[config.mk]
export PLATFORM = sky130hd
export DESIGN_NAME = mem_port_arbiter
export DESIGN_NICKNAME = d
export VERILOG_FILES = /design/src/rtl/mem_port_arbiter_pkg.sv /design/src/rtl/mem_port_arbiter.sv
export SDC_FILE = /design/constraint.sdc
export NUM_CORES = 1
export LEC_CHECK = 0
export ABC_CLOCK_PERIOD_IN_PS = 4220
export CORE_MARGIN = 10
export CORE_UTILIZATION = 39
export CTS_BUF_LIST = sky130_fd_sc_hd__clkbuf_16
export DETAILED_ROUTE_END_ITERATION = 8
export PLACE_DENSITY = 0.87
export SLEW_MARGIN = 20
export SYNTH_ARGS = -nofsm -noshare
export SYNTH_HDL_FRONTEND = slang
export SYNTH_SLANG_ARGS = --single-unit
export TNS_END_PERCENT = 100
[constraint.sdc]
create_clock -name clk -period 4.22 [get_ports clk]
set_clock_uncertainty 0.15 [all_clocks]
set_input_delay 0.633 -clock clk [delete_from_list [all_inputs] [get_ports clk]]
set_output_delay 0.633 -clock clk [all_outputs]
set_load 0.02 [all_outputs]
[src/rtl/mem_port_arbiter_pkg.sv]
// rtl/mem_port_arbiter_pkg.sv - shared types for the I/D memory port arbiter
package mem_port_arbiter_pkg;

    localparam int LC3B_WORD_W  = 16;
    localparam int LC3B_WMASK_W = LC3B_WORD_W / 8;

    typedef logic [LC3B_WORD_W-1:0]  lc3b_word;
    typedef logic [LC3B_WMASK_W-1:0] lc3b_mem_wmask;

    typedef enum logic {
        arb_owner_i,
        arb_owner_d
    } arb_owner;

    typedef enum logic [1:0] {
        ARB_IDLE,
        ARB_I,
        ARB_D
    } arb_state;

    // A requester that raises read and write together is treated as a write.
    function automatic logic [1:0] cmd_encode(input logic rd, input logic wr);
        return {wr, rd & ~wr};
    endfunction

endpackage

[src/rtl/mem_port_arbiter.sv]
// rtl/mem_port_arbiter.sv - grants the physical memory port to I or D requester
module mem_port_arbiter
    import mem_port_arbiter_pkg::*;
#(
    parameter int ADDR_W = LC3B_WORD_W,
    parameter int DATA_W = LC3B_WORD_W,
    parameter int MASK_W = DATA_W / 8
) (
    input  logic              clk,
    input  logic              rst_n,

    input  logic              i_mem_read,
    input  logic              i_mem_write,
    input  logic [MASK_W-1:0] i_mem_byte_enable,
    input  logic [ADDR_W-1:0] i_mem_address,
    input  logic [DATA_W-1:0] i_mem_wdata,
    output logic              i_mem_resp,
    output logic [DATA_W-1:0] i_mem_rdata,

    input  logic              d_mem_read,
    input  logic              d_mem_write,
    input  logic [MASK_W-1:0] d_mem_byte_enable,
    input  logic [ADDR_W-1:0] d_mem_address,
    input  logic [DATA_W-1:0] d_mem_wdata,
    output logic              d_mem_resp,
    output logic [DATA_W-1:0] d_mem_rdata,

    output logic              pmem_read,
    output logic              pmem_write,
    output logic [MASK_W-1:0] pmem_byte_enable,
    output logic [ADDR_W-1:0] pmem_address,
    output logic [DATA_W-1:0] pmem_wdata,
    input  logic              pmem_resp,
    input  logic [DATA_W-1:0] pmem_rdata,

    output logic              arb_busy
);

    arb_state            state;
    arb_owner            last_owner;
    logic                cmd_rd;
    logic                cmd_wr;
    logic [MASK_W-1:0]   cmd_mask;
    logic [ADDR_W-1:0]   cmd_addr;
    logic [DATA_W-1:0]   cmd_wdata;

    logic                i_pend;
    logic                d_pend;
    logic                grant_i;
    logic                grant_d;

    assign i_pend = i_mem_read | i_mem_write;
    assign d_pend = d_mem_read | d_mem_write;

    // Idle-time grant decision: a tie goes to whoever did not own the port last.
    always_comb begin
        grant_i = 1'b0;
        grant_d = 1'b0;
        if (state == ARB_IDLE) begin
            grant_i = i_pend & (~d_pend | (last_owner == arb_owner_d));
            grant_d = d_pend & ~grant_i;
        end
    end

    // Arbitration FSM and command register; the command is frozen at grant.
    always_ff @(posedge clk or negedge rst_n) begin
        if (!rst_n) begin
            state      <= ARB_IDLE;
            last_owner <= arb_owner_d;
            cmd_rd     <= 1'b0;
            cmd_wr     <= 1'b0;
            cmd_mask   <= '0;
            cmd_addr   <= '0;
            cmd_wdata  <= '0;
        end else begin
            case (state)
                ARB_IDLE: begin
                    if (grant_i) begin
                        state                <= ARB_I;
                        last_owner           <= arb_owner_i;
                        {cmd_wr, cmd_rd}     <= cmd_encode(i_mem_read, i_mem_write);
                        cmd_mask             <= i_mem_byte_enable;
                        cmd_addr             <= i_mem_address;
                        cmd_wdata            <= i_mem_wdata;
                    end else if (grant_d) begin
                        state                <= ARB_D;
                        last_owner           <= arb_owner_d;
                        {cmd_wr, cmd_rd}     <= cmd_encode(d_mem_read, d_mem_write);
                        cmd_mask             <= d_mem_byte_enable;
                        cmd_addr             <= d_mem_address;
                        cmd_wdata            <= d_mem_wdata;
                    end
                end
                ARB_I, ARB_D: begin
                    if (pmem_resp) begin
                        state <= ARB_IDLE;
                    end
                end
                default: state <= ARB_IDLE;
            endcase
        end
    end

    // Physical port is driven purely from state and the latched command.
    assign arb_busy         = (state != ARB_IDLE);
    assign pmem_read        = arb_busy & cmd_rd;
    assign pmem_write       = arb_busy & cmd_wr;
    assign pmem_byte_enable = cmd_mask;
    assign pmem_address     = cmd_addr;
    assign pmem_wdata       = cmd_wdata;

    // Completion reaches only the current owner; read data is shared, resp qualifies it.
    assign i_mem_resp  = (state == ARB_I) & pmem_resp;
    assign d_mem_resp  = (state == ARB_D) & pmem_resp;
    assign i_mem_rdata = pmem_rdata;
    assign d_mem_rdata = pmem_rdata;

endmodule
==> run summary, run 1 <==
Initial Util - 40.64%
total number of vias - 2167
Routed Antenna Nets - 0
Peak Freq - 378.9 MHz
vias per inst - 5.324
Core Area - 0.005991 mm²
clock share of power - 15.9%
nets@finish - 425
antenna violations before repair - 0
Leak Pwr - 1.388 nW
Hold Crit Class - input pin to asynchronous set/reset pin
Port-buffer cells - 113
Synth Instances - 261
clock root cell - clkbuf_16
# rows - 28
Placer Congestion - 0.6967
sequential share of power - 25.9%
RSZ-0062 raised after global routing - false
setup violators final - 0
area growth from synthesis to layout - 41.98%
Logic pwr share - 58.2%
Slew Viols, Final - 0
Non-Filler Instances - 407
clock transition at the registers of the reported paths - 0.05 ns
Fin. Hold Viols - 0
Die Y-Extent - 99.02 µm
crit-path max FO - 3
Switching Share - 42.24%
#FFs+latches synth - 39
number of global-route vias before repair - 2366
pin count of the biggest net entering global routing - 40
Post-Place Cells - 399
period utilization - 62.55%
Avg WL per Cell - 18.53 µm
CTS resizes - 0
fillers - 527
fin util - 57.71%
TritonCTS clock tree - yes
PwrDens - 755.4 mW/mm²
commonest non-fill, non-tap cell in the layout - clkdlybuf4s50_1
arrival time worst endpoint - 1.86 ns
synthesized area - 0.002435 mm²
share of post-route cells with drive strength above 1 - 13.55%
clock sinks - 39
Avg Cell Area, Syn - 9.329 µm²
register area share after synthesis - 40.13%
boundary pin count - 162
Max Root-Sink Buffers - 2
gr usage total - 14.70%
Slew HR - 39.71%
max cap viols - 0
Tmin final - 2.640 ns
Distinct cells, synth - 28
initial drt markers - 122
clk_lat worst skew - 0.27 ns
Yosys warning total - 0
DIE AREA - 0.009804 mm²
syn_nets - 355
antenna cells - 0
Setup CP Type - input pin to output pin
most frequent cells in the layout - clkdlybuf4s50_1 (112), dfrtp_1 (38), nand2_1 (37), a21oi_1 (35), o31ai_1 (34)
CP required - 3.44 ns
CTS Buf Count - 5
crit path launch type - input pin
Sw Pwr - 1.103 mW
worst slew pin tran - 0.9013 ns
Pwr Total - 2.611 mW
htree depth - 2
first-pass GRT wire length - 11920 µm
dpl hpwl - 5685 µm
run status - finished, final reports clean
Crit. End Element - output pin
postcts setup bufs - 0
total grt overflow - 0
hold_ws - 0.3200 ns
CTS Hold Bufs - 0
Post-route DRC - 0
Die X - 99.02 µm
WL final - 7543 µm
setup TNS - 0 ns
Pint - 1.508 mW
DRT Pass-1 Iters - 4
worst vdd ir - 0.0003591 V
[final cells by class]
class / instances / area [µm²] / area share, %
Inverter: 3 / 11.26 / 0.3257
Clock buffer: 5 / 125.1 / 3.619
Multi-Input combinational cell: 164 / 1047 / 30.29
Sequential cell: 39 / 977.2 / 28.27
Clock inverter: 3 / 38.79 / 1.122
Tap cell: 75 / 93.84 / 2.714
Timing Repair Buffer: 118 / 1164 / 33.66
[logic make-up after synthesis]
logic type	Yosys count	synth area share (%)
AO/OA/AOI/OAI	115	33.45
adder cells (fa/ha/maj)	3	1.542
buffers and inverters	58	16.85
flip-flops	39	40.13
AND/OR/NAND/NOR	46	8.017
[metal layers]
metal / share of wire, % / vias to the layer above / track usage [%] / wire length, µm
met1: 38 / 1019 / 15.31 / 2864
met4: 2.0 / 0 / 4.741 / 149
met2: 50 / 96 / 25.80 / 3802
met3: 9.6 / 18 / 6.494 / 727
met5: 0 / - / 0 / 0
li1: - / 1034 / - / -
[sequential cells by signal (all words and copies together), names as in the netlist]
| name | cells |
|---|---|
| pmem_wdata | 16 |
| state | 2 |
| cmd_rd | 1 |
| pmem_byte_enable | 2 |
| last_owner | 1 |
| pmem_address | 16 |
| cmd_wr | 1 |
[synthesized netlist by cell type, drive strengths merged]
master | instances | area (µm²)
nor2 | 2 | 10.01
and2 | 2 | 12.51
buf | 50 | 380.4
or2b | 1 | 7.510
o21ai | 36 | 281.5
o21a | 2 | 15.01
o41ai | 1 | 27.53
nand2 | 37 | 138.9
o21ba | 1 | 10.01
clkbuf | 5 | 18.77
nor2b | 3 | 18.77
nand3b | 1 | 7.510
dfrtp | 38 | 950.9
ha | 3 | 37.54
o22a | 1 | 8.760
o22ai | 2 | 12.51
a21oi | 35 | 175.2
o21bai | 1 | 11.26
inv | 3 | 11.26
o31ai | 34 | 255.2
a31oi | 1 | 6.260
o41a | 1 | 11.26
dfstp | 1 | 26.28
[worst max-delay path: stages]
cell,delay (ns)
clkdlybuf4s50_1,0.49
and2_1,0.13
clkdlybuf4s50_1,0.60
[path summary, 6_finish.rpt]
path	startpoint	endpoint	slack, ns	cells after the start
setup / recovery	pmem_resp	d_mem_resp	1.58	3
hold / removal	rst_n	cmd_wr	0.32	1
setup reg to reg	state[0]	pmem_wdata[4]	1.77	6
hold reg to reg	pmem_wdata[6]	pmem_wdata[6]	0.33	2
max in group asynchronous	rst_n	pmem_address[15]	3.04	1
min in group clk	pmem_wdata[6]	pmem_wdata[6]	0.33	2
[power groups by stage]
stage	Combinational, mW	Sequential, mW	Clock, mW
floorplan	0.844	0.862	0
global placement	1.50	0.674	0
detailed placement	1.54	0.682	0
CTS	1.54	0.678	0.423
global route	1.65	0.699	0.441
finish	1.52	0.676	0.415
[metrics by stage]
stage	area (µm²)	worst slack (ns)
2_1_floorplan	2435	2.359
3_3_place_gp	3293	1.409
3_5_place_dp	3293	1.334
4_1_cts	3457	1.560
5_1_grt	3457	1.477
6_report	3457	1.580
Note: power is estimated with default switching activity, not from simulation.
==> run 2: changes to the inputs <==
--- a/config.mk
+++ b/config.mk
@@ -5,12 +5,12 @@
 export SDC_FILE = /design/constraint.sdc
 export NUM_CORES = 1
 export LEC_CHECK = 0
-export ABC_CLOCK_PERIOD_IN_PS = 4220
+export ABC_CLOCK_PERIOD_IN_PS = 2500
 export CORE_MARGIN = 10
-export CORE_UTILIZATION = 39
+export CORE_UTILIZATION = 36
 export CTS_BUF_LIST = sky130_fd_sc_hd__clkbuf_16
 export DETAILED_ROUTE_END_ITERATION = 8
-export PLACE_DENSITY = 0.87
+export PLACE_DENSITY = 0.81
 export SLEW_MARGIN = 20
 export SYNTH_ARGS = -nofsm -noshare
 export SYNTH_HDL_FRONTEND = slang
==> constraint.sdc (replaced) <==
create_clock -name clk -period 2.5 [get_ports clk]
set_clock_uncertainty 0.15 [all_clocks]
set_input_delay 0.375 -clock clk [delete_from_list [all_inputs] [get_ports clk]]
set_output_delay 0.375 -clock clk [all_outputs]
set_load 0.02 [all_outputs]
==> run 2 against run 1 <==
Effect of this change: sequential share of layout area down 0.41 points; first-iteration DRC count is 19% lower; die area rose by 6.6%; worst setup slack worse by 1.4 ns; flip-flop and latch count unchanged; clock-buffer cell count unchanged; critical path type is now register to output pin; largest cell class unchanged.
==> run summary, run 2 (synthesized netlist as in run 1, its figures left out) <==
run status - finished, final reports clean
Die Y-Extent - 102.2 µm (+3.3%)
CP peak stage delay - 0.61 ns (about the same)
fin util - 54.32% (-3.4 points)
most frequent cells in the layout - clkdlybuf4s50_1 (112), dfrtp_1 (38), nand2_1 (37), a21oi_1 (35), o31ai_1 (34)
dpl hpwl - 5634 µm (-0.90%)
worst vdd ir - 0.0005254 V (+46%)
antenna cells - 0 (unchanged)
Core Area - 0.006459 mm² (+7.8%)
period utilization - 92.19%
crit path launch type - register
DRT Pass-1 Iters - 4 (unchanged)
Routed Antenna Nets - 0 (unchanged)
Die X - 102.2 µm (+3.3%)
total number of vias - 2134 (-1.5%)
# rows - 29 (+3.6%)
Placer Congestion - 0.7259 (+4.2%)
Crit. End Element - output pin
max cap viols - 0 (unchanged)
area growth from synthesis to layout - 44.09%
crit-path max FO - 8 (+5)
arrival time worst endpoint - 1.78 ns (-0.08 ns)
TritonCTS clock tree - yes
Logic pwr share - 58.6% (+0.4 points)
boundary pin count - 162 (unchanged)
WL final - 7329 µm (-2.8%)
vias per inst - 5.142 (-3.4%)
setup violators final - 0 (unchanged)
initial drt markers - 99 (-19%)
clock root cell - clkbuf_16
share of post-route cells with drive strength above 1 - 15.09% (+1.5 points)
postcts setup bufs - 0 (unchanged)
pin count of the biggest net entering global routing - 40 (unchanged)
Tmin final - 2.305 ns
critical path startpoint - state[0]
Post-route DRC - 0 (unchanged)
Avg WL per Cell - 17.66 µm (-4.7%)
crit path cell chain - inv_1 > ha_1 > nor2b_1 > clkdlybuf4s50_1
pre-CTS WS - 0.1656 ns (-1.168 ns)
CTS Hold Bufs - 0 (unchanged)
worst slew pin tran - 0.8916 ns (-0.009732 ns)
clock transition at the registers of the reported paths - 0.06 ns (about the same)
reg2reg path depth - 6 (unchanged)
Pint - 2.592 mW (+72%)
R2R setup slack - 0.64 ns (-1.13 ns)
Leak Pwr - 1.417 nW (+2.1%)
clk_lat worst skew - 0.27 ns (about the same)
nets@finish - 431 (+1.4%)
worst reg2reg startpoint - state[0]
Switching Share - 41.98% (-0.26 points)
hold_ws - 0.07337 ns (-0.2467 ns)
Slew HR - 40.56% (+0.85 points)
first-pass GRT wire length - 11610 µm (-2.7%)
setup TNS - 0 ns (unchanged)
CTS Buf Count - 5 (unchanged)
Peak Freq - 433.9 MHz
Max Root-Sink Buffers - 2 (unchanged)
commonest non-fill, non-tap cell in the layout - clkdlybuf4s50_1
number of global-route vias before repair - 2359 (-0.30%)
Sw Pwr - 1.876 mW (+70%)
clock share of power - 16.1% (+0.2 points)
antenna violations before repair - 0 (unchanged)
Hold Crit Class - input pin to asynchronous set/reset pin
R2R Path End - pmem_wdata[1]
Fin. Hold Viols - 0 (unchanged)
setup ws final - 0.1952 ns (-1.385 ns)
clock sinks - 39 (unchanged)
Pwr Total - 4.468 mW (+71%)
total grt overflow - 0 (unchanged)
htree depth - 2 (unchanged)
gr usage total - 13.74% (-0.96 points)
Setup CP Type - register to output pin
CP required - 1.98 ns (-1.46 ns)
PwrDens - 1273 mW/mm² (+69%)
DIE AREA - 0.01045 mm² (+6.6%)
slowest stage cell, crit path - clkdlybuf4s50_1
RSZ-0062 raised after global routing - false
sequential share of power - 25.4% (-0.5 points)
CTS resizes - 0 (unchanged)
Port-buffer cells - 113 (unchanged)
Slew Viols, Final - 0 (unchanged)
Initial Util - 37.70% (-2.9 points)
run 2: cell types whose count changed in the layout (fill, tap and decap cells not counted):
cell / previous run / this run
buf_4: 5 / 11
inv_6: 0 / 1
clkinv_2: 1 / 0
run 2: worst max path at each step:
stage | endpoint | slack, ns | cells after the start
2_1_floorplan | state[0] | 0.85 | 8
3_3_place_gp | state[1] | 0.24 | 4
3_5_place_dp | state[1] | 0.17 | 4
4_1_cts | pmem_write | 0.17 | 4
5_1_grt | pmem_write | 0.08 | 4
6_report | pmem_write | 0.20 | 4
run 2: stage by stage:
step	instance area, µm²	std cells
finish	3508	415
global route	3508	415
CTS	3508	415
detailed placement	3341	407
global placement	3341	407
floorplan	2435	261
run 2: area by class of cell:
class	count	area, µm²
Multi-Input combinational cell	164	1047
Timing Repair Buffer	124	1209
Tap cell	77	96.34
Inverter	3	11.26
Clock inverter	3	42.54
Clock buffer	5	125.1
Sequential cell	39	977.2
Fill cell	601	2950
run 2: metal layers:
layer / vias up / part of all wire (%) / global-route usage (%)
met5: - / 0 / 0
met4: 0 / 1.4 / 4.230
met3: 13 / 9.7 / 6.208
met2: 80 / 50 / 25.09
met1: 999 / 38 / 13.67
li1: 1042 / - / -
run 2: power by group through the flow:
stage	logic (mW)	clock network, mW	registers (mW)
floorplan	1.42	0	1.46
global placement	2.60	0	1.13
detailed placement	2.66	0	1.15
CTS	2.66	0.737	1.14
global route	2.84	0.762	1.18
finish	2.62	0.718	1.13
run 2: critical path, delay by kind of cell, from the launching register on:
kind	cells	cell delay (ns)
simple gates	1	0.15
buf+inv	2	0.69
flops	1	0.35
fa+ha+maj	1	0.32
==> run 3: changes to the inputs <==
--- a/config.mk
+++ b/config.mk
@@ -6,6 +6,7 @@
 export NUM_CORES = 1
 export LEC_CHECK = 0
 export ABC_CLOCK_PERIOD_IN_PS = 2500
+export CAP_MARGIN = 20
 export CORE_MARGIN = 10
 export CORE_UTILIZATION = 36
 export CTS_BUF_LIST = sky130_fd_sc_hd__clkbuf_16
==> results of run 3 <==
Same layout as run 2: the final DEF is identical, and so are final timing and power.
